## src/rtl/fifo_sync_param.sv

```systemverilog
// Single-clock FIFO with simultaneous push/pop, occupancy count,
// almost-full/almost-empty thresholds and sticky overflow/underflow flags.
module fifo_sync_param #(
   parameter int WIDTH      = 32,
   parameter int DEPTH      = 32,
   parameter int ADDR_WIDTH = 5,
   parameter int AF_THRESH  = 28,
   parameter int AE_THRESH  = 4
) (
   input  logic                  clock,
   input  logic                  reset,
   input  logic                  write_en,
   input  logic [WIDTH-1:0]      data_in,
   input  logic                  read_en,
   output logic [WIDTH-1:0]      data_out,
   output logic                  data_valid,
   output logic                  full,
   output logic                  empty,
   output logic                  almost_full,
   output logic                  almost_empty,
   output logic [ADDR_WIDTH:0]   count,
   output logic                  overflow,
   output logic                  underflow,
   input  logic                  clear_errors
);

   localparam int CW = ADDR_WIDTH + 1;
   localparam logic [ADDR_WIDTH:0] DEPTH_C = CW'(DEPTH);
   localparam logic [ADDR_WIDTH:0] AF_C    = CW'(AF_THRESH);
   localparam logic [ADDR_WIDTH:0] AE_C    = CW'(AE_THRESH);
   localparam logic [ADDR_WIDTH:0] ONE_C   = CW'(1);

   logic [WIDTH-1:0]    mem [DEPTH];

   logic [ADDR_WIDTH:0] wr_ptr_q, wr_ptr_d;
   logic [ADDR_WIDTH:0] rd_ptr_q, rd_ptr_d;
   logic [ADDR_WIDTH:0] count_q, count_d;
   logic [WIDTH-1:0]    data_out_q, data_out_d;
   logic                data_valid_q, data_valid_d;
   logic                full_q, full_d;
   logic                empty_q, empty_d;
   logic                af_q, af_d;
   logic                ae_q, ae_d;
   logic                ovf_q, ovf_d;
   logic                unf_q, unf_d;

   logic                rd_ok, wr_ok;

   // A push into a full FIFO is only legal when a pop frees a slot.
   always_comb begin
      rd_ok = read_en & ~empty_q;
      wr_ok = write_en & (~full_q | rd_ok);
   end

   always_comb begin
      wr_ptr_d     = wr_ptr_q;
      rd_ptr_d     = rd_ptr_q;
      count_d      = count_q;
      data_out_d   = data_out_q;
      data_valid_d = rd_ok;
      if (wr_ok) wr_ptr_d = wr_ptr_q + ONE_C;
      if (rd_ok) begin
         rd_ptr_d   = rd_ptr_q + ONE_C;
         data_out_d = mem[rd_ptr_q[ADDR_WIDTH-1:0]];
      end
      if (wr_ok & ~rd_ok) count_d = count_q + ONE_C;
      if (rd_ok & ~wr_ok) count_d = count_q - ONE_C;
      full_d  = (count_d == DEPTH_C);
      empty_d = (count_d == '0);
      af_d    = (count_d >= AF_C);
      ae_d    = (count_d <= AE_C);
   end

   // Setting an error flag wins over clearing it in the same cycle.
   always_comb begin
      ovf_d = ovf_q;
      unf_d = unf_q;
      if (clear_errors) begin
         ovf_d = 1'b0;
         unf_d = 1'b0;
      end
      if (write_en & ~wr_ok) ovf_d = 1'b1;
      if (read_en & empty_q) unf_d = 1'b1;
   end

   always_ff @(posedge clock) begin
      if (reset) begin
         wr_ptr_q     <= '0;
         rd_ptr_q     <= '0;
         count_q      <= '0;
         data_out_q   <= '0;
         data_valid_q <= 1'b0;
         full_q       <= 1'b0;
         empty_q      <= 1'b1;
         af_q         <= 1'b0;
         ae_q         <= 1'b1;
         ovf_q        <= 1'b0;
         unf_q        <= 1'b0;
      end else begin
         wr_ptr_q     <= wr_ptr_d;
         rd_ptr_q     <= rd_ptr_d;
         count_q      <= count_d;
         data_out_q   <= data_out_d;
         data_valid_q <= data_valid_d;
         full_q       <= full_d;
         empty_q      <= empty_d;
         af_q         <= af_d;
         ae_q         <= ae_d;
         ovf_q        <= ovf_d;
         unf_q        <= unf_d;
      end
   end

   always_ff @(posedge clock) begin
      if (!reset && wr_ok) mem[wr_ptr_q[ADDR_WIDTH-1:0]] <= data_in;
   end

   assign data_out     = data_out_q;
   assign data_valid   = data_valid_q;
   assign full         = full_q;
   assign empty        = empty_q;
   assign almost_full  = af_q;
   assign almost_empty = ae_q;
   assign count        = count_q;
   assign overflow     = ovf_q;
   assign underflow    = unf_q;

endmodule

```

## config.mk

```make
export PLATFORM = sky130hd
export DESIGN_NAME = fifo_sync_param
export DESIGN_NICKNAME = d
export VERILOG_FILES = /design/src/rtl/fifo_sync_param.sv
export SDC_FILE = /design/constraint.sdc
export NUM_CORES = 1
export LEC_CHECK = 0
export CORE_UTILIZATION = 47
export CTS_CLUSTER_SIZE = 30
export DETAILED_ROUTE_END_ITERATION = 16
export HOLD_SLACK_MARGIN = 0.08
export SLEW_MARGIN = 30
export SYNTH_ARGS = -nofsm -noshare
export SYNTH_HDL_FRONTEND = slang
export SYNTH_SLANG_ARGS = --single-unit
```

## constraint.sdc

```tcl
create_clock -name clock -period 8.85 [get_ports clock]
set_input_delay 1.77 -clock clock [delete_from_list [all_inputs] [get_ports clock]]
set_output_delay 1.77 -clock clock [all_outputs]
set_load 0.01 [all_outputs]
```

==> impl_metrics.py <==
metrics = {
    "status": {
        "status": "complete, no violations",
    },
    "synth": {
        "synth_top_family_by_area": "multiplexers",
        "postSynthAreaPerCell_um2": 21.00,
        "synthAdderAreaFrac_pct": 0.2133,
        "synth.distinct_cells": 49,
        "synthXorXnorAreaFrac_pct": 0.2560,
        "netlist_area_um2": 41060,
        "synth_fp_nets": 1999,
        "synth_compound_area_share_pct": 4.032,
        "synth_ff_type": "edfxtp_1",
        "synthTopCellsByCount": "edfxtp_1 (1,024), mux2i_1 (192), mux4_2 (191)",
        "yosys_warnings": 0,
        "synth_area_leaders": "edfxtp_1 (75%), mux4_2 (10%), mux2i_1 (4.7%)",
        "yosysSeqAreaShare_pct": 77.58,
        "ys_ff_latch": 1079,
        "synth.top_cell.area_share_pct": 74.89,
        "synth.most_common_cell": "edfxtp_1",
        "synth_top_area_cell": "edfxtp_1",
        "yosys.area_share.simple_pct": 1.262,
        "synthArstFlopShare_pct": 0,
        "synthCells": 1955,
        "synth-edff-count": 1024,
        "muxShareOfSynthArea_pct": 15.21,
    },
    "floorplanning": {
        "io_pins": 82,
        "rows": 108,
        "initial_core_util_pct": 47.40,
        "die_h_um": 297.6,
        "die_w_um": 297.6,
        "dieArea_um2": 88540,
        "core_um2": 86620,
    },
    "place": {
        "place_area_um2": 44240,
        "numPortBuffers": 81,
        "gp_congestion": 0.8011,
        "dpl.hpwl_um": 63800,
    },
    "clock_tree": {
        "htreeDepth": 3,
        "postCtsHoldBufs": 0,
        "insertion_delay_ps": 670,
        "clock-sinks": 1079,
        "clk_pin_slew_ps": 60,
        "numCtsBuffers": 107,
        "cts_root_buffer": "clkbuf_16",
        "cts.repair.resized": 0,
        "tritoncts": "yes",
        "cts_buffer_depth": 3,
        "post_cts_buffers": 0,
    },
    "worst_setup_path": {
        "path_class": "primary input to register",
        "reg2reg_to": "data_out[17]",
        "rrSetupSlack_ps": 4800,
        "critPathArrivalTime_ps": 5030,
        "r2r_start": "rd_ptr_q[1]",
        "reg2reg_depth": 8,
        "start_kind": "primary input",
        "path_max_fanout": 19,
        "cp_data_required_time_ps": 9210,
        "critPathCaptureType": "register",
    },
    "cells_and_area": {
        "syn_to_final_growth_pct": 16.47,
        "nets": 2147,
        "final_area_um2": 47820,
        "drive_gt1_share_pct": 21.94,
        "diodes": 0,
    },
    "sta": {
        "fin_tns_setup_ps": 0,
        "hold_viol": 0,
        "clock_skew_ps": 25.96,
        "fin_crit_sh_pct": 52.78,
        "fmaxAchievable_ghz": 0.2141,
        "max-slew-margin-rel_pct": 32.11,
        "rsz0062_at_grt": "false",
        "tightest_slew_ps": 1018,
        "period_needed_ps": 4671,
        "worst_hold_slack_ps": 467.0,
        "finalSetupViolations": 0,
        "maxSlewViolCount": 0,
    },
    "grt": {
        "antenna_found_initial": 1,
        "grt_max_degree": 114,
        "first_global_vias": 20315,
        "grt-ovfl-total": 0,
        "grt_use_total_pct": 23.60,
        "grt_pass1_wl_um": 148100,
    },
    "drt": {
        "wire_per_inst_um": 31.05,
        "post-route-drc-count": 0,
        "drtIter0Drc": 2096,
        "viasPerCell": 6.050,
        "ant_nets": 0,
        "dr.pass1.iters": 5,
        "wirelength_um": 103900,
        "num_vias": 20248,
    },
    "hold_path": {
        "hold_depth": 1,
        "whs_endpoint": "data_out[1]",
        "worstHoldStart": "data_out[1]",
        "hold_class": "register to register",
    },
    "power_and_ir_drop": {
        "powerDensity_nw_per_um2": 229.0,
        "ir_worst_vdd_v": 0.0001717,
        "power_leakage_nw": 14.40,
    },
    "run": {
        "maxCapViolations": 0,
    },
}
[state kept, by name, summed over array words and instances, names as in the netlist]
name          count
wr_ptr_q          5
overflow          1
full              1
almost_full       1
mem            1024
empty             1
almost_empty      1
rd_ptr_q          5
data_valid        1
underflow         1
data_out         32
count             6
[routing by layer]
metal | vias up | share of wire, % | global-route usage, %
li1 | 8501 | - | -
met1 | 10815 | 42 | 33.93
met2 | 807 | 48 | 37.17
met3 | 125 | 7.0 | 3.717
met4 | 0 | 2.8 | 7.671
met5 | - | 0 | 0
[critical path, stage by stage]
cell,delay [ps]
clkdlybuf4s50_1,550
nand2b_1,240
a21boi_1,570
nor2b_1,350
nand2_1,520
nor2_4,750
buf_16,250
[how the worst max path moves through the flow]
stage	slack [ps]	end	depth (start not counted)	start
floorplan	3650	mem[31][0]	5	read_en
global placement	3310	mem[4][18]	6	read_en
detailed placement	3530	mem[0][17]	7	read_en
CTS	4210	mem[1][16]	7	read_en
global route	4010	mem[1][28]	7	read_en
finish	4180	mem[1][28]	7	read_en
[cell usage in the layout, fill, tap and decap left out, drive strengths merged, types with 31 or more instances in the layout]
cell           synthesis  final
a21oi                 35     35
nor2                  57     57
a211oi                34     34
mux4                 191    191
clkbuf                46    140
edfxtp              1024   1024
o221ai                32     32
clkdlybuf4s50          0     59
dfxtp                 55     55
o22ai                 32     32
clkinv                 0     45
mux2i                192    192
buf                   69     95
a32o                  31     31
o21ai                 64     64
[cells by family after synthesis]
family                   Yosys count
multiplexers                     385
adder cells (fa/ha/maj)            7
AND/OR/NAND/NOR                  109
AO/OA/AOI/OAI                    241
XOR/XNOR                          12
flip-flops                      1079
buffers and inverters            122
[final cells by class]
| type | count | area, um^2 |
|---|---|---|
| flip-flops and latches | 1079 | 31870 |
| clock inverters | 58 | 573.1 |
| inverters | 7 | 26.28 |
| multi-input cells | 754 | 8894 |
| fillers | 6447 | 38800 |
| well taps | 1155 | 1445 |
| repair buffers | 154 | 2062 |
| clock buffers | 140 | 2948 |
[where the power goes]
group	internal (W)	total (W)	leakage [nW]	switching, W
logic	0.000317	0.000744	3.01	0.000427
registers	0.00563	0.00567	9.66	0.0000427
clock network	0.00266	0.00454	1.73	0.00188
[through the flow]
step                      setup WS, ps  util, %  std cells  power [W]
after global routing              4008    55.20       3347    0.01126
after floorplan                   3654        -       1955   0.006213
after CTS                         4214    55.14       3345    0.01102
final                             4179    55.20       3347    0.01095
after detailed placement          3528    51.07       3147   0.006522
after global placement            3312    49.85       3106   0.006504
Power figures use the tool's default switching activity.
